[src/rtl/param_shift_register_pkg.sv]
// Shared encodings for the parametrised shift/accumulator register.
package param_shift_register_pkg;

  localparam logic [1:0] MODE_LOG = 2'b00;
  localparam logic [1:0] MODE_ARI = 2'b01;
  localparam logic [1:0] MODE_ROT = 2'b10;
  localparam logic [1:0] MODE_SER = 2'b11;

  localparam logic DIR_R = 1'b0;
  localparam logic DIR_L = 1'b1;

  localparam logic ST_IDLE  = 1'b0;
  localparam logic ST_SHIFT = 1'b1;

endpackage

[src/rtl/param_shift_register_shift_step.sv]
// One-position shift in either direction; the mode selects which bit enters the vacated end.
module shift_step
  import param_shift_register_pkg::*;
#(
  parameter int unsigned WIDTH = 8
) (
  input  logic [WIDTH-1:0] value,
  input  logic             dir,
  input  logic [1:0]       mode,
  input  logic             fill,
  output logic [WIDTH-1:0] next_value,
  output logic             shifted_out
);

  logic fill_bit;

  always_comb begin
    fill_bit = 1'b0;
    if (dir == DIR_R) begin
      shifted_out = value[0];
      unique case (mode)
        MODE_LOG: fill_bit = 1'b0;
        MODE_ARI: fill_bit = value[WIDTH-1];
        MODE_ROT: fill_bit = value[0];
        MODE_SER: fill_bit = fill;
        default:  fill_bit = 1'b0;
      endcase
      next_value = {fill_bit, value[WIDTH-1:1]};
    end else begin
      shifted_out = value[WIDTH-1];
      unique case (mode)
        MODE_ROT: fill_bit = value[WIDTH-1];
        MODE_SER: fill_bit = fill;
        default:  fill_bit = 1'b0;
      endcase
      next_value = {value[WIDTH-2:0], fill_bit};
    end
  end

endmodule

[src/rtl/param_shift_register.sv]
// Datapath register: single-cycle clear/load/inc/dec/shift plus a multi-cycle shift-by-N engine.
module param_shift_register
  import param_shift_register_pkg::*;
#(
  parameter int unsigned           WIDTH     = 8,
  parameter logic [WIDTH-1:0]      RESET_VAL = '0,
  localparam int unsigned          AW        = $clog2(WIDTH) + 1
) (
  input  logic             clk,
  input  logic             rst_n,
  input  logic             cl,
  input  logic             ld,
  input  logic [WIDTH-1:0] in,
  input  logic             inc,
  input  logic             dec,
  input  logic             sr,
  input  logic             ir,
  input  logic             sl,
  input  logic             il,
  input  logic [1:0]       mode,
  input  logic             start,
  input  logic             dir,
  input  logic [AW-1:0]    shamt,
  output logic [WIDTH-1:0] out,
  output logic             carry,
  output logic             zero,
  output logic             busy,
  output logic             done
);

  localparam logic [AW-1:0] WidthAw = AW'(WIDTH);

  logic             state_q, state_d;
  logic [AW-1:0]    cnt_q, cnt_d;
  logic             dir_q, dir_d;
  logic [1:0]       mode_q, mode_d;
  logic [WIDTH-1:0] out_q, out_d;
  logic             carry_q, carry_d;
  logic             done_q, done_d;

  logic [AW-1:0]    shamt_clamped;
  logic             step_dir;
  logic [1:0]       step_mode;
  logic [WIDTH-1:0] step_value;
  logic             step_out;

  assign shamt_clamped = (shamt > WidthAw) ? WidthAw : shamt;

  // The engine uses its latched dir/mode; single steps use live inputs (sr beats sl).
  assign step_dir  = (state_q == ST_SHIFT) ? dir_q : (sr ? DIR_R : DIR_L);
  assign step_mode = (state_q == ST_SHIFT) ? mode_q : mode;

  shift_step #(
    .WIDTH (WIDTH)
  ) u_shift_step (
    .value       (out_q),
    .dir         (step_dir),
    .mode        (step_mode),
    .fill        ((step_dir == DIR_R) ? ir : il),
    .next_value  (step_value),
    .shifted_out (step_out)
  );

  always_comb begin
    state_d = state_q;
    cnt_d   = cnt_q;
    dir_d   = dir_q;
    mode_d  = mode_q;
    out_d   = out_q;
    carry_d = carry_q;
    done_d  = 1'b0;
    if (state_q == ST_IDLE) begin
      if (cl) begin
        out_d   = '0;
        carry_d = 1'b0;
      end else if (ld) begin
        out_d   = in;
        carry_d = 1'b0;
      end else if (start) begin
        if (shamt_clamped == '0) begin
          done_d = 1'b1;
        end else begin
          state_d = ST_SHIFT;
          cnt_d   = shamt_clamped;
          dir_d   = dir;
          mode_d  = mode;
        end
      end else if (inc) begin
        out_d   = out_q + 1'b1;
        carry_d = &out_q;
      end else if (dec) begin
        out_d   = out_q - 1'b1;
        carry_d = (out_q == '0);
      end else if (sr || sl) begin
        out_d   = step_value;
        carry_d = step_out;
      end
    end else begin
      if (cl) begin
        out_d   = '0;
        carry_d = 1'b0;
        state_d = ST_IDLE;
      end else begin
        out_d   = step_value;
        carry_d = step_out;
        cnt_d   = cnt_q - 1'b1;
        if (cnt_q == AW'(1)) begin
          state_d = ST_IDLE;
          done_d  = 1'b1;
        end
      end
    end
  end

  always_ff @(posedge clk) begin
    if (!rst_n) begin
      state_q <= ST_IDLE;
      cnt_q   <= '0;
      dir_q   <= DIR_R;
      mode_q  <= MODE_LOG;
      out_q   <= RESET_VAL;
      carry_q <= 1'b0;
      done_q  <= 1'b0;
    end else begin
      state_q <= state_d;
      cnt_q   <= cnt_d;
      dir_q   <= dir_d;
      mode_q  <= mode_d;
      out_q   <= out_d;
      carry_q <= carry_d;
      done_q  <= done_d;
    end
  end

  assign out   = out_q;
  assign carry = carry_q;
  assign zero  = (out_q == '0);
  assign busy  = (state_q == ST_SHIFT);
  assign done  = done_q;

endmodule

[config.mk]
export PLATFORM = sky130hd
export DESIGN_NAME = param_shift_register
export DESIGN_NICKNAME = d
export VERILOG_FILES = /design/src/rtl/param_shift_register_pkg.sv /design/src/rtl/param_shift_register_shift_step.sv /design/src/rtl/param_shift_register.sv
export SDC_FILE = /design/constraint.sdc
export NUM_CORES = 1
export LEC_CHECK = 0
export CORE_ASPECT_RATIO = 1.5
export CORE_MARGIN = 4
export CORE_UTILIZATION = 35
export DETAILED_ROUTE_END_ITERATION = 8
export GPL_ROUTABILITY_DRIVEN = 0
export PLACE_DENSITY = 0.63
export SYNTH_ARGS = -nofsm -noshare
export SYNTH_HDL_FRONTEND = slang
export SYNTH_SLANG_ARGS = --single-unit
[constraint.sdc]
create_clock -name clk -period 4 [get_ports clk]
set_clock_uncertainty 0.05 [all_clocks]
set_input_delay 1.2 -clock clk [delete_from_list [all_inputs] [get_ports clk]]
set_output_delay 1.2 -clock clk [all_outputs]
set_load 0.005 [all_outputs]
; ---- After elaboration in Yosys (flattened, before gate mapping)
; Cells that the tools add are included.
[classes]
bitwise = 4
n_lt_le_gt_ge = 1
reduce_logical = 10
addsub = 3
eq_ne = 7
n_mux = 45
[op_table]
columns = cell, count
row1 = 2-to-1 mux 8 bit, 9
row2 = 2-to-1 mux 4 bit, 7
row3 = 2-to-1 mux 1 bit, 26
row4 = adder 8 x 1 -> 8 bit (second input constant), 1
row5 = zero test 8 bit, 1
row6 = AND reduction 8 bit, 1
row7 = subtractor 8 x 1 -> 8 bit (second input constant), 1
row8 = nonzero test 6 bit, 1
row9 = AND reduction 5 bit, 1
row10 = == test 2 bit (second input constant), 2
row11 = == test 4 x 1 -> 1 bit (second input constant), 1
row12 = greater-than comparator 4 bit (second input constant), 1
row13 = zero test 4 bit, 1
row14 = != test 4 x 3 -> 1 bit (second input constant), 1
row15 = NOT 1 bit, 4
row16 = case mux 1 bit (4 select lines), 1
row17 = AND reduction 4 bit, 1
row18 = subtractor 4 x 1 -> 4 bit (second input constant), 1
row19 = == test 2 x 1 -> 1 bit (second input constant), 1
row20 = zero test 2 bit, 1
row21 = 2-to-1 mux 2 bit, 1
row22 = != test 2 x 1 -> 1 bit (second input constant), 1
row23 = != test 2 bit (second input constant), 1
row24 = case mux 1 bit (2 select lines), 1
row25 = other kinds (3), 3
[totals]
register_bits = 18
elab_cells = 77
in_bits = 26

; ---- Longest topological paths before layout
[logic_depth]
word_depth = 12
ltp_mapped = 8
mapped_depth_nobuf = 7

; ---- Cells and area by module
; Synthesis repeated with hierarchy kept, for this count alone.
[hier_totals]
hier_cells = 222
hier_area_um2 = 1689.1
[by_module_without_submodules]
columns = module, instances, area_per_inst_um2, cells_per_inst, seq_area_each_um2
row1 = param_shift_register, 1, 1512.7, 204, 360.3
row2 = shift_step, 1, 176.4, 18, 0.0

; ---- Worst setup path before layout
; Ideal clock, no wire load.
[synth_path]
path_type = input to register
start = input ld
end = register cnt_q[0]
cell_stages = 6
setup_slack_ns = 1.677
setup_time_ns = 0.119
arrival_ns = 2.154
path_buffers = 1
path_cell_list = clkbuf_1 nand2b_1 nor2_2 o21bai_4 nor2_1 o221a_2
[synth_via]
elab_chain_len = 2
[synth_rtl]
columns = element, line_no
row1 = "start, declared", param_shift_register.sv:12  ; input logic ld,
row2 = != test 2 x 1 -> 1 bit (no source line), n/a
row3 = AND reduction 4 bit (no source line), n/a
row4 = "end signal, assigned", param_shift_register.sv:126  ; cnt_q <= cnt_d;
row5 = "end, declared", param_shift_register.sv:34  ; logic [AW-1:0] cnt_q, cnt_d;
; Every way passes these cells.
; A chain may end at the register's enable or synchronous reset.

; ---- Final worst setup path
[layout_path]
start = register out_q[2], in the netlist out[2]
end = output zero
[layout_via]
elab_chain_len = 1
[layout_rtl]
columns = element, line_no
row1 = "start, declared", param_shift_register.sv:37  ; logic [WIDTH-1:0] out_q, out_d;
row2 = "start signal, assigned", param_shift_register.sv:129  ; out_q <= out_d;
row3 = zero test 8 bit, param_shift_register.sv:137  ; assign zero = (out_q == '0);
row4 = "end, declared", param_shift_register.sv:26  ; output logic zero,
; Every way passes these cells.

==> impl_summary.md <==
CTS
The maximum buffer depth of the clock tree is 2. The count of buffers added by post-CTS timing repair for setup is 0. The CTS tree is yes.

The number of instances resized during post-cts repair is 0. At the later pin of the worst-skew pair, clock insertion delay measures approximately 0.26 ns. The number of levels in the clock H-tree is 1. The root buffer cell chosen for the clock tree is clkbuf_8. The clock drives 18 sinks.

The number of hold buffers added after CTS was 0. Clock-pin slew was measured on the worst setup and hold paths at ~0.070 ns. The total clock buffers created by CTS is 3.

Synth
The sequential share of the synthesized area is between 20% and 30%. By area, the combinational part of the netlist is dominated by compound AO/OA/AOI/OAI gates. The most used flip-flop cell after synthesis is dfxtp_1. The cell count after synthesis came out at roughly 220. Synthesis produced a netlist with a net count of 252. The proportion of register bits with asynchronous set or reset after synthesis is 0%. The portion of synthesized area spent on multiplexers is 5.091%. Summing the areas of all compound-gate instances in the mapped netlist gives between 30 and 40% of the synthesized area. Summing every instance area after synthesis gives about 1700 um^2. The number of enable-type register cells in the synthesized netlist is 0. After Yosys synthesis, and, or, nand and nor cells account for between 20 and 30% of the synthesized area.

Counting distinct cell types in the post-synthesis netlist gives 65. A synthesized cell averages ~8 um^2. For this run, the number of Yosys warnings is 0. The fraction of the mapped netlist area in adder cells is roughly 3.6%. Counting flops and latches in the post-synthesis netlist gives 18. The xor/xnor cell area share of the yosys netlist is between 1.5 and 2%.

Floorplan
The number of core rows is 31. The die boundary width is 65.25 um. For this configuration, the core starts out at a cell density of 35.77%. From bottom edge to top edge, the die measures between 90 and 100 um. The number of top-level pins is 38. The area of the die is around 6000 um^2.

The area of the core region is roughly 4800 um^2.

Pwr
The maximum ir drop on the vdd rail is around 160 uV. The power per cell area is between 200 and 250 nW/um^2. The standby leakage power is 0.0007611 uW.

Global routing
The number of global-route vias before repair is between 1,500 and 2,000. The global-route wire length before repair is 8314 um. The maximum number of pins on one net before global-route repair is 26. The aggregate global routing overflow is 0. The initial antenna violation count is 0. The overall fraction of global-route tracks in use is roughly 17%.

Detailed routing
The pre-antenna-repair detailed-routing pass consisted of 4 iterations. Summing over every cut layer, the via total after detailed routing is 1,792. The violation count after the first detailed-routing iteration is just under 80.

The routed wire length is about 5100 um. In the routed design, unresolved DRC markers number 0. The average routed wire per standard cell is approximately 16 um. After detailed routing, the number of vias per cell comes to between 5 and 6. The detail route stage leaves a number of antenna-violating nets equal to 0.

Timing
Summed over all failing endpoints, the final setup total negative slack is 0 ns. Based on the critical path, the design can be clocked at up to 314.4 MHz. At the pin with the least slew margin, the transition time is around 0.58 ns. The worst pin sits at a relative slew slack of 61.24%.

The number of failing hold endpoints at the final stage is 0. Setup repair after global routing left no endpoint under its margin. The final-report max-slew violation count is 0.

The final period utilization is roughly four fifths. The minimum clock period is roughly 3.2 ns. Setup violations remaining at the end of the flow were counted as 0.

Critical path
The standard cell with the maximum stage delay on the critical path is clkdlybuf4s50_1. In this run the critical register-to-register path is captured at out[4]$_SDFFE_PN0P_. On the worst path, the slowest cell contributes a delay of 0.50 ns. The setup check on the worst reg-to-reg path leaves a slack of between 1.5 and 2 ns. The depth of the worst register-to-register path is 7.

In this run the worst path has a maximum fanout of 13. The type of the worst setup path is reg -> out. The category of cells accounting for the largest share of critical-path delay is simple AND/OR/NAND/NOR gates. The number of cells on the critical path is 3. STA puts the critical path data required time at 2.75 ns. The critical path goes through nor4_2 -> and3_1 -> clkdlybuf4s50_1. The data arrival time at the worst-slack endpoint is between 1.5 and 2 ns. The endpoint class of the critical path is a primary output. The worst register-to-register path begins at out[0]$_SDFFE_PN0P_. The number of buffers and inverters on the critical path is 1. STA classifies the critical path startpoint as a flop.

Min path
In this run the most critical hold path is launched from cnt_q[3]$_SDFFE_PN0P_. The worst hold path terminates at cnt_q[3]$_SDFFE_PN0P_. In this run the worst hold path is classified as reg -> reg. The worst hold path stage count is 2.

Placed design
The number of buffers added on ports is 37. Once detailed placement completed, the half-perimeter wirelength came to ~3900 um. The area of placed instances is around 2100 um^2.

Final layout
Leaving out fill and tap cells, the most frequent cells in the layout are clkdlybuf4s50_1 (37), nand2_1 (20), dfxtp_1 (18). The repair_antennas step left the layout with diodes totalling 0. In the final layout, the share of cells above drive strength 1 is a little over a tenth.

The area growth from synthesis to layout is 25.38%. With fillers left out, the area of the finished cells amounts to 2157 um^2. Leaving out fill and tap cells, the most frequent cell in the layout is clkdlybuf4s50_1. The count of nets after finishing is approximately 280.

Run
Across the run, the number of max-cap violations was 0.

Run status
The flow ran to the end, and the final reports show no timing, DRC or antenna violations.
registers in the layout, indices dropped and copies added, names as in the netlist:
signal / cells
mode_q: 2
cnt_q: 4
carry: 1
out: 8
dir_q: 1
done: 1
busy: 1
through the flow:
| step | util, % | instances | setup WS [ns] | hold slack (ns) | power (uW) |
|---|---|---|---|---|---|
| 5_1_grt | 44.85 | 316 | 0.7158 | 0.4441 | 552.6 |
| 2_1_floorplan | - | 221 | 1.677 | 0.3899 | 305.4 |
| 3_5_place_dp | 43.70 | 312 | 0.7582 | 0.4132 | 372.6 |
| 6_report | 44.85 | 316 | 0.8189 | 0.4207 | 526.2 |
| 4_1_cts | 44.85 | 316 | 0.8123 | 0.4240 | 528.6 |
| 3_3_place_gp | 43.70 | 312 | 0.7873 | 0.4012 | 372.9 |
final cells by class:
cell class / instances / area [um^2]
timing repair buffer: 39 / 385.4
sequential: 18 / 360.3
clock buffer: 4 / 55.05
tap: 66 / 82.58
inverter: 13 / 48.80
multi-input combinational: 176 / 1225
fill: 515 / 2653
Yosys cell counts (2+ instances only):
| cell type | instances | area (um^2) |
|---|---|---|
| nand2_1 | 20 | 75.07 |
| dfxtp_1 | 18 | 360.4 |
| a21oi_1 | 14 | 70.07 |
| o21ai_0 | 14 | 70.07 |
| inv_1 | 13 | 48.80 |
| nor2_1 | 12 | 45.04 |
| nand3_1 | 8 | 40.04 |
| nand2b_1 | 7 | 43.79 |
| clkbuf_1 | 6 | 22.52 |
| nor3_1 | 6 | 30.03 |
| o21ai_1 | 6 | 30.03 |
| a31oi_1 | 5 | 31.28 |
| ha_1 | 5 | 62.56 |
| nor3b_1 | 4 | 30.03 |
| a21boi_0 | 3 | 22.52 |
| a221oi_1 | 3 | 26.28 |
| a32o_1 | 3 | 30.03 |
| and2b_1 | 3 | 22.52 |
| and3_1 | 3 | 18.77 |
| buf_2 | 3 | 15.01 |
| buf_6 | 3 | 33.78 |
| mux2_2 | 3 | 33.78 |
| nand4_1 | 3 | 18.77 |
| o221a_2 | 3 | 33.78 |
| o31ai_1 | 3 | 22.52 |
| a211o_1 | 2 | 17.52 |
| a22oi_1 | 2 | 15.01 |
| buf_4 | 2 | 15.01 |
| mux2i_1 | 2 | 20.02 |
| nand3b_1 | 2 | 15.01 |
| nor2_2 | 2 | 12.51 |
| nor4_2 | 2 | 25.02 |
| o2111ai_1 | 2 | 17.52 |
| o211a_1 | 2 | 20.02 |
| xnor2_1 | 2 | 17.52 |
metal layers:
| layer | part of all wire (%) | track usage (%) |
|---|---|---|
| met4 | 2.9 | 8.651 |
| met3 | 5.6 | 2.515 |
| met1 | 38 | 18.92 |
| met5 | 0 | 0 |
| met2 | 53 | 31.19 |
how the worst max path moves through the flow:
stage                       endpoint                 from
2_1_floorplan  cnt_q[0]$_SDFFE_PN0P_                   ld
3_3_place_gp     out[7]$_SDFFE_PN0P_                  inc
3_5_place_dp     out[7]$_SDFFE_PN0P_                  inc
4_1_cts                         zero  out[2]$_SDFFE_PN0P_
5_1_grt                         zero  out[2]$_SDFFE_PN0P_
6_report                        zero  out[2]$_SDFFE_PN0P_
worst reg2reg max path, stage by stage (launching register included):
cell and delay [ns]:
dfxtp_1 0.62, inv_1 0.17, ha_1 0.30, nor3b_2 0.18, xnor2_1 0.16, a221oi_1 0.10, a211oi_1 0.29, o21ai_1 0.08
cell families (layout without fill, tap and decap cells):
kind of cell	count (synthesis)	in the layout
simple gates	82	82
compound gates	79	79
buf+inv	27	56
flops	18	18
mux	7	7
fa+ha+maj	5	5
xor+xnor	3	3
where the power goes:
group	internal [uW]	total [uW]	switching [uW]
combinational	84.0	163	79.5
clock	87.7	157	69.7
sequential	187	205	18.2
Note: power is estimated with default switching activity, not from simulation.
==> edit 1, RTL diff (same flow settings) <==
Reset style: asynchronous (`rst_n`), changed in one clocked block.
--- a/src/rtl/param_shift_register.sv
+++ b/src/rtl/param_shift_register.sv
@@ -112,7 +112,7 @@
     end
   end
 
-  always_ff @(posedge clk) begin
+  always_ff @(posedge clk or negedge rst_n) begin
     if (!rst_n) begin
       state_q <= ST_IDLE;
       cnt_q   <= '0;
Behaviour: differs if rst_n is asserted again (counterexample within 4 cycles, from zero or initial values and one cycle with rst_n low); with rst_n held inactive, the same outputs for 10 cycles.
==> edit 1 against the original RTL <==
Sequential cell count is the same; setup slack worse by 0.022 ns; critical path depth unchanged; hold slack improved by 0.041 ns; design area rose by 4.4%; routed wire length increased by 4.8%; die area grew 2.6%; combinational power up 85%; power grew 41%; sequential power rose by 40%; area after synthesis up 2.9%; register-to-register slack got worse by 0.34 ns; fmax fell by 0.68%; largest power group is now combinational logic.
==> edit 1: results (changes against the original RTL) <==
- Status: complete, no violations
- Metal-1 WL: 2.27 mm (+16%)
- Top delay family on crit path: simple AND/OR/NAND/NOR gates
- First-pass GRT wire length: 8.88 mm (+6.8%)
- Final wirelength: 5.35 mm (+4.8%)
- Vias in the first global route: 1,840 (+5.5%)
- Clk buf depth: 2 (unchanged)
- Synth cell types: 62 (-4.6%)
- Ant diodes: 0 (unchanged)
- Register area share after synthesis: 25.4% (+4.5 points)
- Drt first pass iters: 4 (unchanged)
- Vias per cell: 5.79 (+2.1%)
- Leak: 0.875 nW (+15%)
- Origin of the worst setup path: out[5]
- Capturing point of the worst reg2reg path: out[6]
- DP Area: 2200 µm² (+4.5%)
- CP max FO: 11 (-2)
- Pre-CTS setup slack: 0.740 ns (-0.0181 ns)
- Layout cell share with drive strength beyond 1: 11.4% (+0.62 points)
- Synth top cells by count: 24 x nand2_1, 19 x nor2_1, 18 x dfrtp_1, 13 x a21oi_1, 11 x nand3_1
- Internal: 462 µW (+29%)
- Syn nets: 255 (+1.2%)
- Max incr delay on CP: around 0.51 ns
- Initial antenna violation count: 0 (unchanged)
- Highest metal used: met4
- Largest cells by area after synthesis: dfrtp_1 25%, nand2_1 5.1%, nor2_1 4.0%
- CTS clk-pin slew, worst paths: 0.07 ns (about the same)
- Worst-margin pin slew: 0.885 ns (+0.306 ns)
- Routed wl met2: 2.81 mm (+3.9%)
- CP Capture Point: zero
- DRT iter0 DRCs: 168 (+120%)
- R2r setup slk: 1.59 ns (-0.34 ns)
- Worst vdd rail ir drop: 0.221 mV (+42%)
- R2r startpoint: busy
- H-tree levels: 1 (unchanged)
- Clock latency on the worst-skew pair: 0.26 ns (about the same)
- Wire length on met3: 189 µm (-34%)
- Postcts setup bufs: 0 (unchanged)
- Synth Warn #: 0 (unchanged)
- Asr flop ratio synth: 100% (+100 points)
- Overall fraction of global-route tracks in use: 18.0% (+0.80 points)
- Port Buf Inserts: 37 (unchanged)
- TritonCTS buffer count: 3 (unchanged)
- Largest net degree at the start of global routing: 22 (-15%)
- Hold/Removal Path Class: reg2reg
- Largest register FFs: 8 (unchanged)
- R2R depth: 5 (-2)
- CP max-delay cell: dfrtp_1
- Final Net Count: 286 (+1.4%)
- # resized after CTS: 0 (unchanged)
- Max Fclk: 0.312 GHz (-0.68%)
- Clock Root Buffer: clkbuf_8
- Post-DP HPWL: 3.93 mm (+0.53%)
[edit 1: cell types whose count changed in the layout (fill, tap and decap cells not counted), moves of 5 or more]
cell,unedited run,this run
dfrtp_1,0,18
dfxtp_1,18,0
nor2_1,12,19
o21ai_1,6,0
buf_4,2,7
[edit 1: layout make-up]
| type | count | area (µm²) |
|---|---|---|
| clock buffers | 4 | 55.1 |
| fillers | 513 | 2600 |
| inverters | 9 | 33.8 |
| multi-input cells | 179 | 1210 |
| flip-flops and latches | 18 | 450 |
| well taps | 66 | 82.6 |
| repair buffers | 44 | 423 |
[edit 1: how the worst min path moves through the flow]
stage / start / end / slack, ns / cells after the start
6_report: carry / carry / 0.46 / 2
4_1_cts: carry / carry / 0.47 / 2
3_3_place_gp: carry / carry / 0.46 / 2
5_1_grt: carry / carry / 0.51 / 2
3_5_place_dp: carry / carry / 0.45 / 2
2_1_floorplan: carry / carry / 0.42 / 2
[edit 1: logic make-up (layout without fill, tap and decap cells)]
logic type,after synthesis,after routing,share of synthesized area [%]
mux,9,9,5.51
fa+ha+maj,5,5,3.53
compound gates,76,76,32.4
xor+xnor,1,1,0.495
flops,18,18,25.4
simple gates,88,88,26.2
buf+inv,27,57,6.36
[edit 1: power groups by stage]
| stage | sequential, mW | clock [mW] | combinational, mW |
|---|---|---|---|
| after floorplan | 0.249 | 0 | 0.225 |
| after global placement | 0.290 | 0 | 0.300 |
| after detailed placement | 0.289 | 0 | 0.301 |
| after CTS | 0.286 | 0.162 | 0.303 |
| after global routing | 0.295 | 0.171 | 0.334 |
| final | 0.286 | 0.157 | 0.301 |
[edit 1: through the flow]
step | std cells | utilization, % | power (mW) | hold slack [ns]
5_1_grt | 320 | 46.5 | 0.800 | 0.510
6_report | 320 | 46.5 | 0.744 | 0.461
4_1_cts | 320 | 46.5 | 0.750 | 0.471
3_5_place_dp | 316 | 45.3 | 0.589 | 0.453
2_1_floorplan | 224 | - | 0.473 | 0.423
3_3_place_gp | 316 | 45.3 | 0.590 | 0.464
[edit 1: worst reg2reg max path: stages, from the launching register on]
cell      delay [ns]
dfrtp_1         0.74
or2b_4          0.38
nand2_2         0.20
mux2_2          0.36
o311ai_0        0.40
o221ai_2        0.16
[edit 1: metal layers]
metal	up-vias	track usage, %
met5	-	0
met2	45	31.6
met3	6	1.65
met1	896	23.0
li1	906	-
met4	0	5.59
==> edit 2, RTL diff (same settings) <==
Without the edit above. `WIDTH` is set to 8 in 2 places; all go to 16.
--- a/src/rtl/param_shift_register_shift_step.sv
+++ b/src/rtl/param_shift_register_shift_step.sv
@@ -2,7 +2,7 @@
 module shift_step
   import param_shift_register_pkg::*;
 #(
-  parameter int unsigned WIDTH = 8
+  parameter int unsigned WIDTH = 16
 ) (
   input  logic [WIDTH-1:0] value,
   input  logic             dir,
--- a/src/rtl/param_shift_register.sv
+++ b/src/rtl/param_shift_register.sv
@@ -2,7 +2,7 @@
 module param_shift_register
   import param_shift_register_pkg::*;
 #(
-  parameter int unsigned           WIDTH     = 8,
+  parameter int unsigned           WIDTH     = 16,
   parameter logic [WIDTH-1:0]      RESET_VAL = '0,
   localparam int unsigned          AW        = $clog2(WIDTH) + 1
 ) (
Interface: changed (resized in, out and shamt); port bits go from 38 to 55. No check against the original RTL was run, so the function may have changed too.
==> edit 2 against the original RTL <==
Design area rose by 65%; routed wire length rose by 110%; highest routed layer unchanged; power rose by 68%; setup slack got worse by 0.51 ns; sequential cell count rose by 9; count of clock-buffer cells in the layout did not move; sequential power rose by 56%; area after synthesis rose by 67%; critical path depth rose by 3.
==> edit 2: results (changes against the original RTL) <==
- Post-Synth XOR/XNOR Area: 3.05% (+1.5 points)
- Register area share after synthesis: 18.8% (-2.1 points)
- Leak: 1.24 nW (+63%)
- Layout cell share with drive strength beyond 1: 8.02% (-2.8 points)
- Grt met1 use: 27.6% (+8.6 points)
- Synth cell types: 71 (+9.2%)
- CP max FO: 10 (-3)
- First-pass GRT wire length: 17.1 mm (+110%)
- Mean Syn Cell Area: 7.38 µm² (-5.3%)
- Grt met2 use: 36.9% (+5.8 points)
- Final Net Count: 464 (+65%)
- Slew headroom: 52.3% (-9.0 points)
- Synth top cells by count: 35 x nand2_1, 27 x dfxtp_1, 23 x a21oi_1, 23 x nor2_1, 23 x o21ai_0
- Port Buf Inserts: 54 (+46%)
- Adder-cell share of the synthesized area: 1.74% (-1.9 points)
- Largest cells by area after synthesis: dfxtp_1 19%, mux2i_1 5.9%, nand2_1 4.6%
- Status: complete, no violations
- DP Area: 3480 µm² (+66%)
- Metal-1 WL: 4.18 mm (+110%)
- Wire length on met3: 929 µm (+220%)
- Final wirelength: 10.8 mm (+110%)
- Post-synthesis mux area share: 7.50% (+2.4 points)
- R2R depth: 5 (-2)
- R2r setup slk: 1.33 ns (-0.60 ns)
- Largest net degree at the start of global routing: 22 (-15%)
- Met3 usage: 3.33% (+0.81 points)
- Post-DP HPWL: 7.63 mm (+95%)
==> edit 2: cell count changes after synthesis, moves of 11 or more <==
cell / unedited run / this run
buf_2: 3 / 20
nand2_1: 20 / 35
mux2i_1: 2 / 17
nor2_1: 12 / 23
==> edit 2: worst min path at each step <==
| stage | end | slack, ns |
|---|---|---|
| 2_1_floorplan | mode_q[1] | 0.43 |
| 3_3_place_gp | mode_q[1] | 0.44 |
| 3_5_place_dp | mode_q[1] | 0.45 |
| 4_1_cts | mode_q[1] | 0.48 |
| 5_1_grt | mode_q[0] | 0.51 |
| 6_report | mode_q[1] | 0.47 |
==> edit 2: worst max-delay path, stage by stage (launching register included) <==
cell	delay, ns
dfxtp_1	0.47
inv_1	0.15
ha_1	0.22
nor3b_4	0.25
nand4_1	0.19
nor3_1	0.33
clkdlybuf4s50_1	0.57
==> edit 2: logic make-up (layout without fill, tap and decap cells) <==
kind of cell / after synthesis / in the layout
and+or+nand+nor: 140 / 140
AOI/OAI and AO/OA: 132 / 132
buffers and inverters: 55 / 90
DFF: 27 / 27
muxes: 21 / 21
xor gates and xnor gates: 10 / 10
adders and majority gates: 4 / 4
==> edit 2: power groups by stage <==
stage	combinational (mW)	sequential (mW)	clock [mW]
global placement	0.308	0.324	0
detailed placement	0.308	0.324	0
finish	0.316	0.320	0.249
global route	0.343	0.322	0.255
CTS	0.310	0.318	0.247
floorplan	0.207	0.299	0
==> edit 2: cell type report <==
type | instances | area (µm²)
clock buffer | 4 | 78.8
fill | 866 | 4450
inverter | 16 | 60.1
multi-input combinational | 307 | 2090
sequential | 27 | 541
tap | 105 | 131
timing repair buffer | 70 | 661
